--- src/rtl/types_pkg.sv ---
`default_nettype none
// ---------------------------------------------------------------------------
// types_pkg: shared result/broadcast types and helpers for the CDB arbiter.
// Rev 1.0
// ---------------------------------------------------------------------------
package types_pkg;

   localparam int CDB_FIFO_DEPTH = 2;

   typedef enum logic [1:0] {
      SRC_ALU = 2'd0,
      SRC_MEM = 2'd1,
      SRC_B   = 2'd2
   } src_e;

   typedef struct packed {
      logic [6:0]  p_alu;
      logic        fu_alu_done;
      logic [4:0]  rob_fu_alu;
      logic [31:0] data;
   } alu_data;

   typedef struct packed {
      logic [6:0]  p_mem;
      logic        fu_mem_done;
      logic [4:0]  rob_fu_mem;
      logic [31:0] data;
   } mem_data;

   typedef struct packed {
      logic [6:0]  p_b;
      logic        fu_b_done;
      logic        mispredict;
      logic [4:0]  mispredict_tag;
      logic        jalr_bne_signal;
      logic [31:0] pc;
      logic [31:0] data;
      logic [4:0]  rob_fu_b;
   } b_data;

   typedef struct packed {
      logic        valid;
      logic        prf_we;
      logic [6:0]  pd;
      logic [31:0] data;
      logic [4:0]  rob_tag;
      logic        mispredict;
      logic [4:0]  mispredict_tag;
      logic        jalr_bne;
      logic [31:0] pc;
      logic [1:0]  src;
   } cdb_data;

   // Entries are stored already in broadcast form; branch-only fields start at zero.
   function automatic cdb_data make_entry(input logic [6:0]  pd,
                                          input logic [4:0]  rob,
                                          input logic [31:0] data,
                                          input src_e        src);
      cdb_data e;
      e         = '0;
      e.valid   = 1'b1;
      e.prf_we  = (pd != 7'd0);
      e.pd      = pd;
      e.data    = data;
      e.rob_tag = rob;
      e.src     = src;
      return e;
   endfunction

endpackage
`default_nettype wire

--- src/rtl/result_fifo.sv ---
`default_nettype none
// ---------------------------------------------------------------------------
// result_fifo: synchronous FIFO with flush and registered occupancy count.
// Rev 1.0
// ---------------------------------------------------------------------------
module result_fifo #(
   parameter  int WIDTH = 8,
   parameter  int DEPTH = 2,
   localparam int CNT_W = $clog2(DEPTH + 1),
   localparam int PTR_W = (DEPTH > 1) ? $clog2(DEPTH) : 1
) (
   input  logic             clk,
   input  logic             rst_n,
   input  logic             flush,
   input  logic             push,
   input  logic             pop,
   input  logic [WIDTH-1:0] din,
   output logic [WIDTH-1:0] dout,
   output logic             full,
   output logic             empty,
   output logic [CNT_W-1:0] count
);

   logic [WIDTH-1:0] mem_q [DEPTH];
   logic [PTR_W-1:0] wr_ptr_q, wr_ptr_d;
   logic [PTR_W-1:0] rd_ptr_q, rd_ptr_d;
   logic [CNT_W-1:0] count_q, count_d;
   logic             do_push, do_pop;

   function automatic logic [PTR_W-1:0] next_ptr(input logic [PTR_W-1:0] p);
      return (p == PTR_W'(DEPTH - 1)) ? '0 : p + 1'b1;
   endfunction

   assign full    = (count_q == CNT_W'(DEPTH));
   assign empty   = (count_q == '0);
   assign count   = count_q;
   assign dout    = mem_q[rd_ptr_q];
   assign do_push = push & ~full;
   assign do_pop  = pop & ~empty;

   always_comb begin
      wr_ptr_d = wr_ptr_q;
      rd_ptr_d = rd_ptr_q;
      count_d  = count_q;
      if (flush) begin
         wr_ptr_d = '0;
         rd_ptr_d = '0;
         count_d  = '0;
      end else begin
         if (do_push) wr_ptr_d = next_ptr(wr_ptr_q);
         if (do_pop)  rd_ptr_d = next_ptr(rd_ptr_q);
         case ({do_push, do_pop})
            2'b10:   count_d = count_q + 1'b1;
            2'b01:   count_d = count_q - 1'b1;
            default: count_d = count_q;
         endcase
      end
   end

   always_ff @(posedge clk) begin
      if (!rst_n) begin
         wr_ptr_q <= '0;
         rd_ptr_q <= '0;
         count_q  <= '0;
      end else begin
         wr_ptr_q <= wr_ptr_d;
         rd_ptr_q <= rd_ptr_d;
         count_q  <= count_d;
      end
   end

   always_ff @(posedge clk) begin
      if (do_push && !flush) mem_q[wr_ptr_q] <= din;
   end

endmodule
`default_nettype wire

--- src/rtl/cdb_arbiter.sv ---
`default_nettype none
// ---------------------------------------------------------------------------
// cdb_arbiter: buffers ALU/MEM/branch results and broadcasts one per cycle.
// Rev 1.0
// ---------------------------------------------------------------------------
module cdb_arbiter
   import types_pkg::*;
#(
   parameter int FIFO_DEPTH = CDB_FIFO_DEPTH
) (
   input  logic    clk,
   input  logic    rst_n,
   input  logic    flush,
   input  alu_data alu_in,
   input  mem_data mem_in,
   input  b_data   b_in,
   output logic    alu_ready,
   output logic    mem_ready,
   output logic    b_ready,
   output cdb_data cdb_out
);

   localparam int NSRC  = 3;
   localparam int CNT_W = $clog2(FIFO_DEPTH + 1);

   cdb_data           entry [NSRC];
   cdb_data           head  [NSRC];
   logic [CNT_W-1:0]  cnt   [NSRC];
   logic [NSRC-1:0]   done, push, pop, full, empty, ready;

   src_e              rr_q, rr_d;
   cdb_data           cdb_q, cdb_d;
   src_e              grant_src;
   logic              grant_valid;

   assign done = {b_in.fu_b_done, mem_in.fu_mem_done, alu_in.fu_alu_done};

   always_comb begin
      entry[0] = make_entry(alu_in.p_alu, alu_in.rob_fu_alu, alu_in.data, SRC_ALU);
      entry[1] = make_entry(mem_in.p_mem, mem_in.rob_fu_mem, mem_in.data, SRC_MEM);
      entry[2] = make_entry(b_in.p_b, b_in.rob_fu_b, b_in.data, SRC_B);
      entry[2].mispredict     = b_in.mispredict;
      entry[2].mispredict_tag = b_in.mispredict_tag;
      entry[2].jalr_bne       = b_in.jalr_bne_signal;
      entry[2].pc             = b_in.pc;
   end

   for (genvar s = 0; s < NSRC; s++) begin : g_src
      assign ready[s] = (cnt[s] < CNT_W'(FIFO_DEPTH));
      assign push[s]  = done[s] & ready[s] & ~full[s] & ~flush;

      result_fifo #(
         .WIDTH ($bits(cdb_data)),
         .DEPTH (FIFO_DEPTH)
      ) u_fifo (
         .clk   (clk),
         .rst_n (rst_n),
         .flush (flush),
         .push  (push[s]),
         .pop   (pop[s]),
         .din   (entry[s]),
         .dout  (head[s]),
         .full  (full[s]),
         .empty (empty[s]),
         .count (cnt[s])
      );
   end

   assign alu_ready = ready[0];
   assign mem_ready = ready[1];
   assign b_ready   = ready[2];

   // Branch results preempt; ALU/MEM share the remaining slots round-robin.
   always_comb begin
      grant_valid = 1'b0;
      grant_src   = SRC_ALU;
      rr_d        = rr_q;
      pop         = '0;
      cdb_d       = '0;
      if (!empty[2]) begin
         grant_valid = 1'b1;
         grant_src   = SRC_B;
      end else if (!empty[0] && (empty[1] || rr_q == SRC_ALU)) begin
         grant_valid = 1'b1;
         grant_src   = SRC_ALU;
         rr_d        = SRC_MEM;
      end else if (!empty[1]) begin
         grant_valid = 1'b1;
         grant_src   = SRC_MEM;
         rr_d        = SRC_ALU;
      end
      if (flush) begin
         grant_valid = 1'b0;
         rr_d        = rr_q;
      end
      if (grant_valid) begin
         pop[grant_src] = 1'b1;
         cdb_d          = head[grant_src];
      end
   end

   always_ff @(posedge clk) begin
      if (!rst_n) begin
         rr_q  <= SRC_ALU;
         cdb_q <= '0;
      end else begin
         rr_q  <= rr_d;
         cdb_q <= cdb_d;
      end
   end

   assign cdb_out = cdb_q;

endmodule
`default_nettype wire

--- config.mk ---
export PLATFORM = sky130hd
export DESIGN_NAME = cdb_arbiter
export DESIGN_NICKNAME = d
export VERILOG_FILES = /design/src/rtl/types_pkg.sv /design/src/rtl/result_fifo.sv /design/src/rtl/cdb_arbiter.sv
export SDC_FILE = /design/constraint.sdc
export NUM_CORES = 1
export LEC_CHECK = 0
export BUFFER_PORTS_ARGS = -buffer_cell sky130_fd_sc_hd__buf_4
export CAP_MARGIN = 15
export CORE_MARGIN = 4
export CORE_UTILIZATION = 64
export DETAILED_ROUTE_END_ITERATION = 8
export GPL_TIMING_DRIVEN = 0
export PLACE_DENSITY = 0.86
export RECOVER_POWER = 50
export REMOVE_ABC_BUFFERS = 1
export SLEW_MARGIN = 15
export SYNTH_ARGS = -nofsm -noshare
export SYNTH_HDL_FRONTEND = slang
export SYNTH_HIERARCHICAL = 1
export SYNTH_SLANG_ARGS = --single-unit
--- constraint.sdc ---
create_clock -name clk -period 12.4 [get_ports clk]
set_clock_uncertainty 0.15 [all_clocks]
set_input_delay 0.62 -clock clk [delete_from_list [all_inputs] [get_ports clk]]
set_output_delay 0.62 -clock clk [all_outputs]
set_load 0.01 [all_outputs]
==> results of run 1 <==
==> worst register-to-register path: cells and delay by family (launching register included) <==
| family | cells | cell delay (ns) |
|---|---|---|
| buffers and inverters | 5 | 3.02 |
| AO/OA/AOI/OAI | 1 | 0.07 |
| AND/OR/NAND/NOR | 3 | 1.21 |
| flip-flops | 1 | 0.37 |
==> sequential cells by signal, indices dropped and copies added, names as in the netlist, named ones only <==
register	count
cdb_out	87
g_src.u_fifo/mem_q	522
rr_q	1
g_src.u_fifo/count	6
g_src.u_fifo/rd_ptr_q	3
g_src.u_fifo/wr_ptr_q	3
==> per-stage QoR <==
stage          utilization  setup TNS, ns  power (mW)  hold slack [ns]  std cells
5_1_grt              0.795              0        4.39           0.0520       2428
3_3_place_gp         0.733        -855.39        2.55            0.327       2225
6_report             0.795              0        4.27           0.0705       2430
3_5_place_dp         0.763              0        2.56            0.351       2315
4_1_cts              0.815              0        4.30           0.0209       2424
2_1_floorplan            -              0        2.46            0.317       1498
==> placed cells by master, fill, tap and decap left out, types with 8 or more instances in the layout <==
| master | n |
|---|---|
| a311oi_1 | 70 |
| edfxtp_1 | 522 |
| nand2_1 | 177 |
| buf_12 | 8 |
| clkbuf_4 | 95 |
| buf_6 | 18 |
| a311oi_2 | 17 |
| mux2_2 | 261 |
| buf_4 | 55 |
| dfxtp_1 | 100 |
| clkbuf_16 | 59 |
| nor2_1 | 101 |
| conb_1 | 174 |
| clkbuf_1 | 196 |
==> synthesized netlist by cell type (all sizes together) (2+ instances only) <==
master    n
xnor2     6
nor3b     3
nand2   177
nor4b     3
xor2      3
nor2b     4
or3       7
edfxtp  522
buf      56
dfxtp   103
clkbuf   22
nand2b    7
nor2    101
o21a      3
nor4      3
o21ai     7
nor3      7
a21oi     6
conb      2
inv       6
a311oi   87
ha        3
mux2    261
==> cell families (layout without fill, tap and decap cells) <==
kind of cell / count (synthesis) / count (layout) / share of synthesized area
compound gates: 106 / 106 / 0.0426
xor+xnor: 9 / 9 / 0.00335
fa+ha+maj: 3 / 3 / 0.00159
buf+inv: 84 / 471 / 0.0197
flops: 625 / 625 / 0.754
mux: 261 / 261 / 0.125
other cells: 2 / 180 / 0.000319
simple gates: 314 / 314 / 0.0540
==> where the power goes <==
part	total (mW)	leakage [nW]	internal (mW)	switching (mW)
clock network	1.76	0.909	1.03	0.738
logic	0.178	3.48	0.0707	0.107
registers	2.33	5.59	2.32	0.0113
total	4.27	9.98	3.41	0.856
==> layout make-up <==
type	instances	area share
inverters	6	0.000789
diodes	6	0.000526
clock inverters	21	0.00885
multi-input cells	867	0.210
repair buffers	356	0.0812
flip-flops and latches	625	0.622
clock buffers	88	0.0569
well taps	461	0.0202
==> worst max path at each step <==
stage | startpoint | endpoint | slack [ns]
after floorplan | g_src[2].u_fifo/count[1]$_SDFFE_PP0P_ | cdb_out[11]$_SDFF_PN0_ | 3.32
after detailed placement | flush | g_src[2].u_fifo/mem_q[1][58]$_DFFE_PP_ | 8.99
after global placement | g_src[2].u_fifo/count[1]$_SDFFE_PP0P_ | cdb_out[32]$_SDFF_PN0_ | -2.78
after global routing | g_src[2].u_fifo/count[1]$_SDFFE_PP0P_ | cdb_out[85]$_SDFF_PN0_ | 7.27
after CTS | g_src[2].u_fifo/count[0]$_SDFFE_PP0P_ | g_src[2].u_fifo/mem_q[1][78]$_DFFE_PP_ | 9.20
final | g_src[2].u_fifo/count[1]$_SDFFE_PP0P_ | cdb_out[58]$_SDFF_PN0_ | 7.44
==> metal layers <==
| layer | track usage | vias to the layer above | wire [um] |
|---|---|---|---|
| li1 | - | 6188 | - |
| met1 | 0.357 | 7017 | 20900 |
| met2 | 0.483 | 642 | 28800 |
| met3 | 0.0493 | 123 | 4520 |
| met4 | 0.102 | 8 | 1510 |
| met5 | 0 | - | 55 |
==> flow_metrics.tcl, run 1 <==
set metrics [dict create \
    final_layout_size_suffix_gt1_frac 0.278 \
    worst_pin_slew_ns 1.61 \
    synth_top_area_frac 0.666 \
    synth_warnings 6 \
    first_pass_iters 5 \
    clk_latency_ns 0.60 \
    n_fill_cell 1984 \
    rr_startpoint "g_src[2].u_fifo/count[1]$_SDFFE_PP0P_" \
    fin_nets 2094 \
    reg2reg_slack_ns 7.44 \
    grt_pass1_vias 14900 \
    regArea_um2 17700 \
    yosysTopAreaCell "edfxtp_1" \
    cts_tree "yes" \
    path_common_cell "clkbuf_1" \
    slew_violations 23 \
    setup_viol 0 \
    power_leakage_nw 9.98 \
    drtIter0Drc 1199 \
    crit_slowest_cell "clkbuf_1" \
    die_area_um2 39900 \
    htreeDepth 2 \
    coreArea_um2 35900 \
    area_growth_pct 21.3 \
    cts-root-buf "clkbuf_16" \
    crit_family "buffers and inverters" \
    syn_avg_cell_area_um2 16.8 \
    gp_congestion 0.780 \
    start_util 0.655 \
    max-slew-margin-rel -0.0723 \
    critPathLaunchType "flop" \
    crit_required_ns 12.72 \
    worstRegToRegCells 9 \
    port_buffers 266 \
    hold_path_depth 1 \
    synth-seq-cells 625 \
    cp-end-kind "flop" \
    dpl-instance-area_um2 27400 \
    async_reset_ff_frac 0 \
    io_pins 267 \
    cp_num_cells 9 \
    final_hold_viol_count 0 \
    vdd.ir_drop.worst_mv 0.226 \
    fmaxAchievable_mhz 202 \
    path_buf_inv 5 \
    ys.flop_type "edfxtp_1" \
    synth_cells 1404 \
    pre_cts_ws_ns 8.99 \
    path_cells "nor2_1 > clkbuf_1 > nand3_1 > nand3b_1 > clkbuf_1 > clkbuf_1 > buf_6 > buf_8 > a311oi_1" \
    wire_per_inst_um 22.9 \
    fp.dieH_um 200 \
    crit_type "reg -> reg" \
    worstReg2RegEnd "cdb_out[58]$_SDFF_PN0_" \
    clk_pin_slew_ns 0.06 \
    ctsLongestPathBuffers 3 \
    ys_seq_area_frac 0.754 \
    critPathMaxFanout 24 \
    rows 69 \
    whs_endpoint "g_src[2].u_fifo/mem_q[1][76]$_DFFE_PP_" \
    grt-ovfl-total 0 \
    grt_pass1_wl_um 83700 \
    post-route-cell-area_um2 28500 \
    cts_resized 0 \
    numCtsBuffers 58 \
    slowest_delay_ns 1.23 \
    synthesis.area_um2 23500 \
    synthDistinctLibCells 32 \
    vias 14000 \
    worstHoldPathType "in -> reg" \
    grt_max_degree 47 \
    synth_enable_flop_cells 522 \
    antenna_found_initial 8 \
    cts_setup_buffers 0 \
    power.density_nw_per_um2 149 \
    min_period_over_period 0.400 \
    ant_nets 0 \
    rsz0062_at_grt "false" \
    grt_use_total 0.278 \
    max_cap_violations 1 \
    setup_slack_ns 7.44 \
    drc_errors 0 \
    multi_input_area_um2 5990 \
    failed_checks "max-capacitance violations, max-slew violations" \
    wl_um 55800 \
    dieWidth_um 200 \
    min_period_ns 4.96 \
    synth_area_leaders "edfxtp_1 67%, mux2_2 12%, dfxtp_1 8.8%" \
    post-dp-hpwl_um 36400 \
    ctsHoldBuffers 0 \
    min_from "b_in[35]" \
    vias_per_cell 5.75 \
    worstPathArrival_ns 5.28 \
    status "finished, violations left" \
    cts.sinks 625 \
]
Power figures use the tool's default switching activity.
==> run 2: changes to the inputs <==
CORE_UTILIZATION = 59   (was 64)
PLACE_DENSITY = 0.8   (was 0.86)
clock period = 5.1 ns   (was 12.4 ns; I/O delays follow)
==> flow_metrics.tcl, run 2 (synthesis results as in run 1) <==
set metrics [dict create \
    fin_nets 2271 \
    dieWidth_um 208 \
    crit_type "reg -> reg" \
    clk_pin_slew_ns 0.07 \
    fmaxAchievable_mhz 238 \
    grt_pass1_vias 15900 \
    cts_tree "yes" \
    grt_use_total 0.270 \
    cp-end-kind "flop" \
    ctsHoldBuffers 176 \
    min_period_ns 4.19 \
    port_buffers 266 \
    wire_per_inst_um 22.2 \
    wl_um 59200 \
    power.density_nw_per_um2 344 \
    die_area_um2 43200 \
    vias_per_cell 5.51 \
    worst_pin_slew_ns 1.21 \
    coreArea_um2 39000 \
    multi_input_area_um2 5970 \
    critPathMaxFanout 14 \
    grt-ovfl-total 0 \
    final_hold_viol_count 0 \
    max-slew-margin-rel 0.190 \
    mostFrequentLayoutCell "edfxtp_1" \
    largest_reg_flops 522 \
    cts.sinks 625 \
    placed_cells 2372 \
    regArea_um2 17700 \
    n_fill_cell 2253 \
    power_leakage_nw 10.8 \
    layout_common_cells "522 x edfxtp_1, 261 x mux2_2, 186 x clkbuf_1, 177 x nand2_1, 176 x dlygate4sd3_1" \
    rows 72 \
    worstRegToRegCells 7 \
    area_growth_pct 29.3 \
    start_util 0.603 \
    timing.critical_path.to "cdb_out[41]$_SDFF_PN0_" \
    status "finished, final reports clean" \
    final_layout_size_suffix_gt1_frac 0.255 \
    cts_setup_buffers 0 \
    antenna_found_initial 1 \
    vias 14700 \
    fp.dieH_um 208 \
    worstPathArrival_ns 4.50 \
    cts-root-buf "clkbuf_16" \
    vdd.ir_drop.worst_mv 0.279 \
    setup_slack_ns 0.907 \
    first_pass_iters 5 \
    htreeDepth 2 \
    regMostFlops "g_src.u_fifo/mem_q" \
    total_power_mw 10.5 \
    setup.worst_path.start "g_src[2].u_fifo/count[1]$_SDFFE_PP0P_" \
    grt_pass1_wl_um 90500 \
    min_period_over_period 0.822 \
    grt_max_degree 46 \
    max_cap_violations 0 \
    clk_latency_ns 0.61 \
    stdcell_count 2660 \
    drtIter0Drc 1220 \
    ant_nets 0 \
    critPathLaunchType "flop" \
    crit_required_ns 5.41 \
    ctsLongestPathBuffers 3 \
    worstReg2RegEnd "cdb_out[41]$_SDFF_PN0_" \
    pre_cts_ws_ns 1.86 \
    hold_path_depth 2 \
    slew_violations 0 \
    gp_congestion 0.768 \
    numCtsBuffers 59 \
    worstHoldPathType "in -> reg" \
    post-dp-hpwl_um 36200 \
    io_pins 267 \
    reg2reg_slack_ns 0.91 \
    setup_viol 0 \
    cts_resized 0 \
    rsz0062_at_grt "false" \
    drc_errors 0 \
    rr_startpoint "g_src[2].u_fifo/count[1]$_SDFFE_PP0P_" \
]
-- run 2: cell types whose count changed in the layout (fill, tap and decap cells not counted), sizes merged --
cell and delta:
clkinv +8, buf -1, inv +2, clkbuf -5, bufinv -2, dlygate4sd3 +176
diode -5
-- run 2: power breakdown --
| part | switching (mW) | leakage (nW) | total [mW] | internal (mW) |
|---|---|---|---|---|
| combinational | 0.294 | 4.27 | 0.563 | 0.269 |
| clock | 1.85 | 0.904 | 4.26 | 2.41 |
| sequential | 0.0273 | 5.59 | 5.66 | 5.63 |
| total | 2.17 | 10.8 | 10.5 | 8.31 |
-- run 2: how the worst min path moves through the flow --
| stage | from | to | slack [ns] |
|---|---|---|---|
| 3_5_place_dp | b_in[58] | g_src[2].u_fifo/mem_q[0][23]$_DFFE_PP_ | 0.29 |
| 2_1_floorplan | alu_in[32] | g_src[0].u_fifo/mem_q[0][41]$_DFFE_PP_ | 0.20 |
| 6_report | mem_in[2] | g_src[1].u_fifo/mem_q[1][48]$_DFFE_PP_ | 0.24 |
| 3_3_place_gp | b_in[35] | g_src[2].u_fifo/mem_q[1][76]$_DFFE_PP_ | 0.29 |
| 5_1_grt | mem_in[27] | g_src[1].u_fifo/mem_q[1][73]$_DFFE_PP_ | 0.21 |
| 4_1_cts | b_in[4] | g_src[2].u_fifo/mem_q[1][45]$_DFFE_PP_ | 0.18 |
-- run 2: layer usage --
layer  up-vias  global-route usage  routed length, um
met3       123              0.0419               3910
met2       638               0.482              31200
li1       6528                   -                  -
met5         -                   0                  0
met1      7361               0.341              22400
met4         0              0.0883               1660
-- run 2: critical path, stage by stage (launching register included) --
cell	delay, ns
dfxtp_1	0.38
nor2_1	0.94
clkbuf_1	0.89
nand3_1	0.17
nand3b_1	0.41
clkbuf_1	0.73
buf_8	0.26
a311oi_1	0.08
-- run 2: final cells by class --
type                    count  area share
flip-flops and latches    625       0.583
multi-input cells         867       0.196
repair buffers            532       0.138
clock buffers              82      0.0530
well taps                 518      0.0213
clock inverters            29     0.00822
inverters                   6    0.000740
diodes                      1   0.0000822
-- run 2: stage by stage --
step	hold WS (ns)	utilization	TNS (ns)	cell area, um2
5_1_grt	0.215	0.780	0	30400
4_1_cts	0.175	0.799	0	31200
6_report	0.237	0.780	0	30400
3_3_place_gp	0.290	0.676	-5275.60	26400
3_5_place_dp	0.293	0.706	0	27500
2_1_floorplan	0.204	-	-1815.63	23700
==> run 3: changes to the inputs <==
CORE_UTILIZATION = 54   (was 59)
PLACE_DENSITY = 0.77   (was 0.8)
clock period = 3.38 ns   (was 5.1 ns; I/O delays follow)
==> flow_metrics.tcl, run 3 (synthesis results as in run 1) <==
set metrics [dict create \
    post-route-cell-area_um2 30600 \
    gp_congestion 0.753 \
    die_area_um2 47000 \
    wire_per_inst_um 20.9 \
    final_util 0.710 \
    ant_nets 0 \
    fin_nets 2271 \
    slew_violations 0 \
    drc_errors 0 \
    dieWidth_um 217 \
    status "finished, final reports clean" \
    io_pins 267 \
    largest_reg_flops 522 \
    min_period_over_period 0.953 \
    grt-ovfl-total 0 \
    layout_common_cells "522 x edfxtp_1, 261 x mux2_2, 177 x nand2_1, 176 x dlygate4sd3_1, 174 x conb_1" \
    critPathLaunchType "flop" \
    cts-root-buf "clkbuf_16" \
    grt_max_degree 47 \
    post-dp-hpwl_um 35700 \
    critPathMaxFanout 8 \
    vias_per_cell 5.32 \
    antenna_found_initial 2 \
    cts.sinks 625 \
    crit_type "reg -> reg" \
    numCtsBuffers 59 \
    ctsLongestPathBuffers 3 \
    vdd.ir_drop.worst_mv 0.422 \
    start_util 0.546 \
    fp.dieH_um 217 \
    cts_setup_buffers 0 \
    first_pass_iters 5 \
    cp-end-kind "flop" \
    clk_pin_slew_ns 0.06 \
    fmaxAchievable_mhz 310 \
    cts_tree "yes" \
    coreArea_um2 43100 \
    worstHoldPathType "in -> reg" \
    dpl-instance-area_um2 27600 \
    max-slew-margin-rel 0.447 \
    placed_cells 2439 \
    mostFrequentLayoutCell "edfxtp_1" \
    power.density_nw_per_um2 510 \
    power_leakage_nw 10.8 \
    min_period_ns 3.22 \
    final_hold_viol_count 0 \
    vias 14500 \
    drtIter0Drc 1102 \
    grt_pass1_wl_um 86900 \
    area_growth_pct 30.0 \
    regMostFlops "g_src.u_fifo/mem_q" \
    wl_um 57100 \
    port_buffers 266 \
    clk_latency_ns 0.60 \
    grt_pass1_vias 15500 \
    crit_required_ns 3.55 \
    worstPathArrival_ns 3.39 \
    grt_use_total 0.240 \
    final_layout_size_suffix_gt1_frac 0.271 \
    htreeDepth 2 \
    max_cap_violations 0 \
    setup_viol 0 \
    worst_pin_slew_ns 0.829 \
    stdcell_count 2726 \
    rows 76 \
]
## run 3: cell count changes in the layout (fill, tap and decap cells not counted), moves of 3 or more
cell       before  now
clkinv_1       16    5
buf_6          16   29
buf_4          53   49
buf_16         12    7
a311oi_1       74   68
a311oi_2       13   19
clkbuf_1      186  172
clkbuf_4       99  116
bufinv_16       4    1
clkbuf_8        5   10
## run 3: what timing repair did
| action | CTS | global route |
|---|---|---|
| hold endpoints to repair | 393 | 0 |
| endpoints found under the setup margin | 0 | 16 |
| gates resized for setup | 0 | 2 |
| hold buffers | 176 | 0 |
## run 3: routing by layer
layer / vias to the layer above / track usage / part of all wire
met5: - / 0 / 0.00018
met4: 2 / 0.0706 / 0.025
met3: 116 / 0.0430 / 0.065
met2: 542 / 0.419 / 0.51
met1: 7314 / 0.311 / 0.40
li1: 6533 / - / -
## run 3: worst paths after layout
| path | from | end | slack, ns | depth (start not counted) |
|---|---|---|---|---|
| setup reg to reg | g_src[0].u_fifo/count[1]$_SDFFE_PP0P_ | g_src[0].u_fifo/mem_q[1][52]$_DFFE_PP_ | 0.16 | 10 |
| setup / recovery | g_src[0].u_fifo/count[1]$_SDFFE_PP0P_ | g_src[0].u_fifo/mem_q[1][52]$_DFFE_PP_ | 0.16 | 10 |
| hold reg to reg | g_src[2].u_fifo/rd_ptr_q$_SDFFE_PP0P_ | flop | 0.37 | 2 |
| hold / removal | b_in[27] | g_src[2].u_fifo/mem_q[1][68]$_DFFE_PP_ | 0.16 | 2 |
## run 3: power breakdown
part	switching (mW)	total (mW)	internal, mW	leakage, nW
Sequential	0.0414	8.53	8.49	5.59
Combinational	0.436	0.848	0.412	4.35
Clock	2.70	6.22	3.52	0.885
## run 3: layout make-up
cell class / count / area, um2
Clock inverter: 14 / 92.6
Inverter: 6 / 22.5
Sequential cell: 625 / 17700
Timing Repair Buffer: 532 / 4250
Clock buffer: 96 / 1720
Tap cell: 585 / 732
Antenna cell: 1 / 2.50
Multi-Input combinational cell: 867 / 6040
Fill cell: 2770 / 12500
## run 3: stage by stage
step                      setup TNS (ns)  hold WS, ns  setup slack (ns)  power (mW)
after floorplan                 -2885.47        0.118             -5.70        9.01
after global placement          -6385.66        0.204            -12.74        9.38
after detailed placement               0        0.206            0.0420        9.40
after CTS                              0        0.101            0.0376        15.7
after global routing              -0.126        0.138           -0.0212        16.1
final                                  0        0.163             0.158        15.6
## run 3: critical path, cell delays in order (launching register included)
cell      delay, ns
dfxtp_1        0.37
nor2b_1        0.20
nor4b_1        0.39
nand2b_1       0.26
nor3b_4        0.53
buf_6          0.23
buf_6          0.15
buf_6          0.14
buf_4          0.18
buf_6          0.16
buf_4          0.17
